## src/rtl/turn_sched.sv

```systemverilog
`timescale 1ns/1ps
`default_nettype none
// ============================================================================
// Module   : turn_sched
// Brief    : Two-player turn scheduler with per-turn countdown, holder-only
//            grant forwarding and a one-cycle expiry pulse.
// Revision : 1.0 - initial release
// ============================================================================
module turn_sched #(
    parameter int SEC_CYCLES = 50000000,
    parameter int PRE_W      = 26
) (
    input  logic       CLK,
    input  logic       RST,
    input  logic       enable,
    input  logic       reconf,
    input  logic [3:0] cfg_digit,
    input  logic       cfg_enter,
    input  logic       req_1,
    input  logic       req_R,
    output logic       grant_1,
    output logic       grant_R,
    output logic       turn,
    output logic [3:0] time_left,
    output logic       timeout
);

    localparam logic [PRE_W-1:0] c_PRE_MAX = PRE_W'(SEC_CYCLES - 1);

    typedef enum logic [2:0] {
        S_IDLE     = 3'd0,
        S_ARM      = 3'd1,
        S_RUN      = 3'd2,
        S_EXPIRE   = 3'd3,
        S_WAIT_DIS = 3'd4
    } state_t;

    state_t           r_state;
    logic [3:0]       r_limit;
    logic [PRE_W-1:0] r_pre;
    logic             r_grant_1;
    logic             r_grant_R;
    logic             r_turn;
    logic [3:0]       r_time_left;
    logic             r_timeout;

    logic w_holder_req;
    logic w_tick;

    assign w_holder_req = r_turn ? req_R : req_1;
    assign w_tick       = (r_pre == c_PRE_MAX);

    always_ff @(posedge CLK) begin
        if (!RST) begin
            r_state     <= S_IDLE;
            r_limit     <= 4'd10;
            r_pre       <= '0;
            r_grant_1   <= 1'b0;
            r_grant_R   <= 1'b0;
            r_turn      <= 1'b0;
            r_time_left <= 4'd0;
            r_timeout   <= 1'b0;
        end else begin
            // Strobes are single-cycle unless re-asserted below
            r_grant_1 <= 1'b0;
            r_grant_R <= 1'b0;
            r_timeout <= 1'b0;
            case (r_state)
                S_IDLE: begin
                    if (reconf && cfg_enter) begin
                        r_limit <= (cfg_digit == 4'd0) ? 4'd15 : cfg_digit;
                    end
                    if (enable) begin
                        r_state <= S_ARM;
                    end
                end
                S_ARM: begin
                    r_time_left <= r_limit;
                    r_pre       <= '0;
                    r_turn      <= 1'b0;
                    r_state     <= S_RUN;
                end
                S_RUN: begin
                    if (!enable) begin
                        r_time_left <= 4'd0;
                        r_state     <= S_IDLE;
                    end else if (w_holder_req) begin
                        // A grant beats a coincident expiring tick
                        r_grant_1   <= ~r_turn;
                        r_grant_R   <= r_turn;
                        r_turn      <= ~r_turn;
                        r_time_left <= r_limit;
                        r_pre       <= '0;
                    end else if (w_tick) begin
                        r_pre <= '0;
                        if (r_time_left <= 4'd1) begin
                            r_time_left <= 4'd0;
                            r_timeout   <= 1'b1;
                            r_state     <= S_EXPIRE;
                        end else begin
                            r_time_left <= r_time_left - 4'd1;
                        end
                    end else begin
                        r_pre <= r_pre + PRE_W'(1);
                    end
                end
                S_EXPIRE: begin
                    r_state <= S_WAIT_DIS;
                end
                S_WAIT_DIS: begin
                    if (!enable) begin
                        r_state <= S_IDLE;
                    end
                end
                default: begin
                    r_state <= S_IDLE;
                end
            endcase
        end
    end

    assign grant_1   = r_grant_1;
    assign grant_R   = r_grant_R;
    assign turn      = r_turn;
    assign time_left = r_time_left;
    assign timeout   = r_timeout;

endmodule
`default_nettype wire
```

## config.mk

```make
export PLATFORM = sky130hd
export DESIGN_NAME = turn_sched
export DESIGN_NICKNAME = d
export VERILOG_FILES = /design/src/rtl/turn_sched.sv
export SDC_FILE = /design/constraint.sdc
export NUM_CORES = 1
export LEC_CHECK = 0
export BUFFER_PORTS_ARGS = -buffer_cell sky130_fd_sc_hd__buf_4
export CAP_MARGIN = 15
export CORE_UTILIZATION = 30
export CTS_CLUSTER_SIZE = 16
export DETAILED_ROUTE_END_ITERATION = 8
export SLEW_MARGIN = 15
export SYNTH_ARGS = -nofsm -noshare
export SYNTH_HDL_FRONTEND = slang
export SYNTH_SLANG_ARGS = --single-unit
```

## constraint.sdc

```tcl
create_clock -name CLK -period 2.9 [get_ports CLK]
set_input_delay 0.87 -clock CLK [delete_from_list [all_inputs] [get_ports CLK]]
set_output_delay 0.87 -clock CLK [all_outputs]
set_load 0.005 [all_outputs]
```

# Word level (Yosys, flattened, before mapping)
# Cells that the tools add are included.
# totals
register_bits,41
elab_cells,62
input_bits,11
# op_classes
eq_ne,13
n_reduce_logical,11
n_mux,22
magnitude_cmp,1
add_sub_neg,2
n_bitwise,5
# op_table
operator,n
two-way mux 26 bit,3
case mux 26 bit (2 select lines),1
adder 26 x 1 -> 26 bit (second input constant),1
equality test 26 bit (second input constant),1
two-way mux 4 bit,5
two-way mux 3 bit,6
case mux 3 bit (5 select lines),1
inequality test 3 bit (second input constant),3
inequality test 2 bit (second input constant),4
case mux 4 bit (2 select lines),1
equality test 3 x 2 -> 1 bit (second input constant),2
AND reduction 2 bit,3
NOT 1 bit,5
AND reduction 5 bit,1
OR reduction 5 bit,1
<= comparator 4 x 1 -> 1 bit (second input constant),1
logical NOT 4 bit,1
two-way mux 1 bit,4
inequality test 4 bit (second input constant),1
AND reduction 4 bit,1
subtractor 4 x 1 -> 4 bit (second input constant),1
equality test 3 x 1 -> 1 bit (second input constant),1
equality test 3 bit (second input constant),1
logical NOT 3 bit,1
4 further kinds,4

# Logic depth before layout (Yosys ltp)
# logic_depth
ltp_word,6
ltp_mapped,7
ltp_nobuf,7

# Worst setup path after synthesis
# No wires, ideal clock.
# synth_timing
path_type,input port to flip-flop
startpoint,input port enable
endpoint,register r_pre[7]
cell_stages,5
t_required_ps,2829
setup_slack_ps,382
t_arrival_ps,2447
cell_sequence,clkbuf_1 nand4bb_1 a2111o_1 or4b_1 a21oi_1
# synth_between
elab_chain_cells,2
# synth_lines
element,line,text
from (decl),15,"input logic enable,"
inequality test 2 bit (no source line),--,
AND reduction 2 bit (no source line),--,
to (signal assigned),104,r_pre <= r_pre + PRE_W'(1);
to (decl),40,logic [PRE_W-1:0] r_pre;
# No other way between the ends.
# A chain may end at the register's enable or synchronous reset.

# Worst setup path after layout
# layout_timing
startpoint,register r_state[0]
endpoint,register r_pre[7]
# layout_between
elab_chain_cells,3
# layout_lines
element,line,text
from (decl),38,state_t r_state;
from (signal assigned),55,r_state <= S_IDLE;
from (signal assigned),74,r_state <= S_ARM;
from (signal assigned),81,r_state <= S_RUN;
equality test 3 x 2 -> 1 bit or equality test 3 x 1 -> 1 bit (tied branches),68,case (r_state)
inequality test 2 bit (no source line) or nonzero test 2 bit (tied branches),--,
AND reduction 2 bit (no source line),--,
# Parallel ways exist; a longest one is shown, timed or not.

==> impl_metrics.toml <==
[outcome]
outcome = "complete, no violations"

[timing]
setup_total_negative_slack_ns = 0
post-route-min-period_ns = 2.27
final_max_slew_viol_count = 0
max_freq_mhz = 441
setup-violations-final = 0
period_share = 0.782
finalHoldViolations = 0
clock_skew_ns = 0.00933
maxSlewHeadroom = 0.618
rsz0062_at_grt = "false"
worst_pin_slew_ns = 0.568

[synthesis]
synth_cell_types = 53
synth_edf_count = 0
syn_area_sq_um = 2140
yosys.area.top_type_share = 0.384
yosysWarnings = 0
synth_area_leaders = "dfxtp_1 38%, nor2_1 6.5%, xnor2_1 5.3%"
synth_seq_cells = 41
yosysSeqAreaShare = 0.384
syn_area_per_cell_sq_um = 8.13
yosys.area.top_type = "dfxtp_1"
ys.flop_type = "dfxtp_1"
syn_inst = 263
async_flop_share = 0
syn_nets = 277

[route]
final_antenna_net_count = 0
routedWlPerCell_microns = 12.2
num_vias = 1834
finalWirelength_mm = 4.60
drc = 0
drtPass1Iterations = 4
drtIter0Drc = 118
vias_per_cell = 4.88

[global_route]
grt_usage = 0.134
first_global_vias = 1755
grt_antenna_before_repair = 0
grt_max_degree = 20
grt_pass1_wl_mm = 8.00
gr-total-overflow = 0

[setup_path]
worst-path-max-fanout = 10
cp-end-kind = "flop"
critPathKind = "reg -> reg"
crit_arrival_ns = 2.50
critPathRequiredTime_ns = 3.13
cp-start-kind = "flop"

[final_layout]
final_net_count = 294
layout_commonest_cell = "dfxtp_1"
final_layout_size_suffix_gt1_frac = 0.114
layout_common_cells = "41 x dfxtp_1, 37 x nor2_1, 25 x nand2_1"
num_antenna_cells = 0
syn2layout_area_growth_pct = 15.6

[power_and_ir_drop]
pwr_density_cell_nw_per_um2 = 467
vdd_drop_max_uv = 227
power_mw = 1.15
power_leakage_nw = 0.863

[die]
ios = 19
initial_core_util = 0.313
row_count = 30
die_h_microns = 86.4
coreArea_sq_um = 6830
dieArea_sq_um = 7460
die_w_microns = 86.4

[cts]
postCtsSetupRepairBufs = 0
cts_buffers = 5
clkLatencyLatePin_ns = 0.30
htreeDepth = 2
cts_buffer_depth = 2
clk_pin_slew_worst_paths_ns = 0.08
clock-sinks = 41
root_buffer = "clkbuf_8"
cts_resized = 0
cts_tree = "built"
cts_hold_buf = 0

[job]
drv_cap = 0

[placement]
place.port_buffers = 18
place.gp.congestion = 0.807
dpl.hpwl_mm = 3.19

[min_path]
hold_path_class = "reg -> reg"
==> path summary, 6_finish.rpt <==
| path | from | to | slack [ns] | depth (start not counted) |
|---|---|---|---|---|
| max | r_state[0] | r_pre[7] | 0.63 | 4 |
| min | r_pre[1] | r_pre[1] | 0.50 | 2 |
| max reg2reg | r_state[0] | r_pre[7] | 0.63 | 4 |
| min reg2reg | r_pre[1] | r_pre[1] | 0.50 | 2 |
==> per-stage QoR <==
stage               hold slack (ns)   util  cell area (sq um)  std cells  setup WS [ns]
global route                  0.534  0.362               2470        376          0.521
finish                        0.500  0.362               2470        376          0.633
CTS                           0.510  0.362               2470        376          0.673
detailed placement            0.485  0.346               2370        369          0.399
floorplan                     0.460      -               2140        263          0.382
global placement              0.476  0.346               2370        369          0.402
==> state kept, by name, indices dropped and copies added, names as in the netlist <==
register	count
r_pre	26
r_limit	4
timeout	1
time_left	4
grant_1	1
turn	1
r_state	3
grant_R	1
==> synthesized netlist by cell type (4+ instances only) <==
cell and number:
dfxtp_1 41, nand4_1 7, and4_1 4, inv_1 10
clkbuf_1 8, nand2_1 25, a21oi_1 10, o21ai_0 9
xor2_1 6, nor2_1 37, nand3_1 15, nor2b_1 4
and2_1 6, nor3_1 10, xnor2_1 13
==> metal layers <==
metal	track usage	up-vias	wire length (microns)
met5	0	-	0
met4	0.0576	0	79
met3	0.0295	6	165
met2	0.198	31	1950
met1	0.186	838	2400
li1	-	959	-
==> cell families (layout without fill, tap and decap cells) <==
kind of cell,Yosys count,after routing,synth area share
flip-flops,41,41,0.384
multiplexers,3,3,0.0141
AO/OA/AOI/OAI,42,42,0.135
AND/OR/NAND/NOR,133,133,0.327
buffers and inverters,22,39,0.0439
adder cells (fa/ha/maj),3,3,0.0176
XOR/XNOR,19,19,0.0779
==> critical path, cell delays in order, from the launching register on <==
cell,delay (ns)
dfxtp_1,0.52
or3b_4,0.46
a2111o_1,0.52
or4b_1,0.55
a21oi_1,0.15
==> power by group <==
part           leakage, nW  switching [mW]  internal (mW)
logic                0.477          0.0607         0.0513
clock network       0.0540           0.203          0.250
registers            0.332          0.0143          0.574
total                0.863           0.278          0.876
==> layout make-up <==
| type | instances | area, sq um |
|---|---|---|
| Inverter | 10 | 37.5 |
| Timing Repair Buffer | 22 | 165 |
| Multi-Input combinational cell | 200 | 1220 |
| Fill cell | 733 | 4360 |
| Tap cell | 96 | 120 |
| Clock inverter | 2 | 35.0 |
| Sequential cell | 41 | 821 |
| Clock buffer | 5 | 68.8 |
Power figures use the tool's default switching activity.
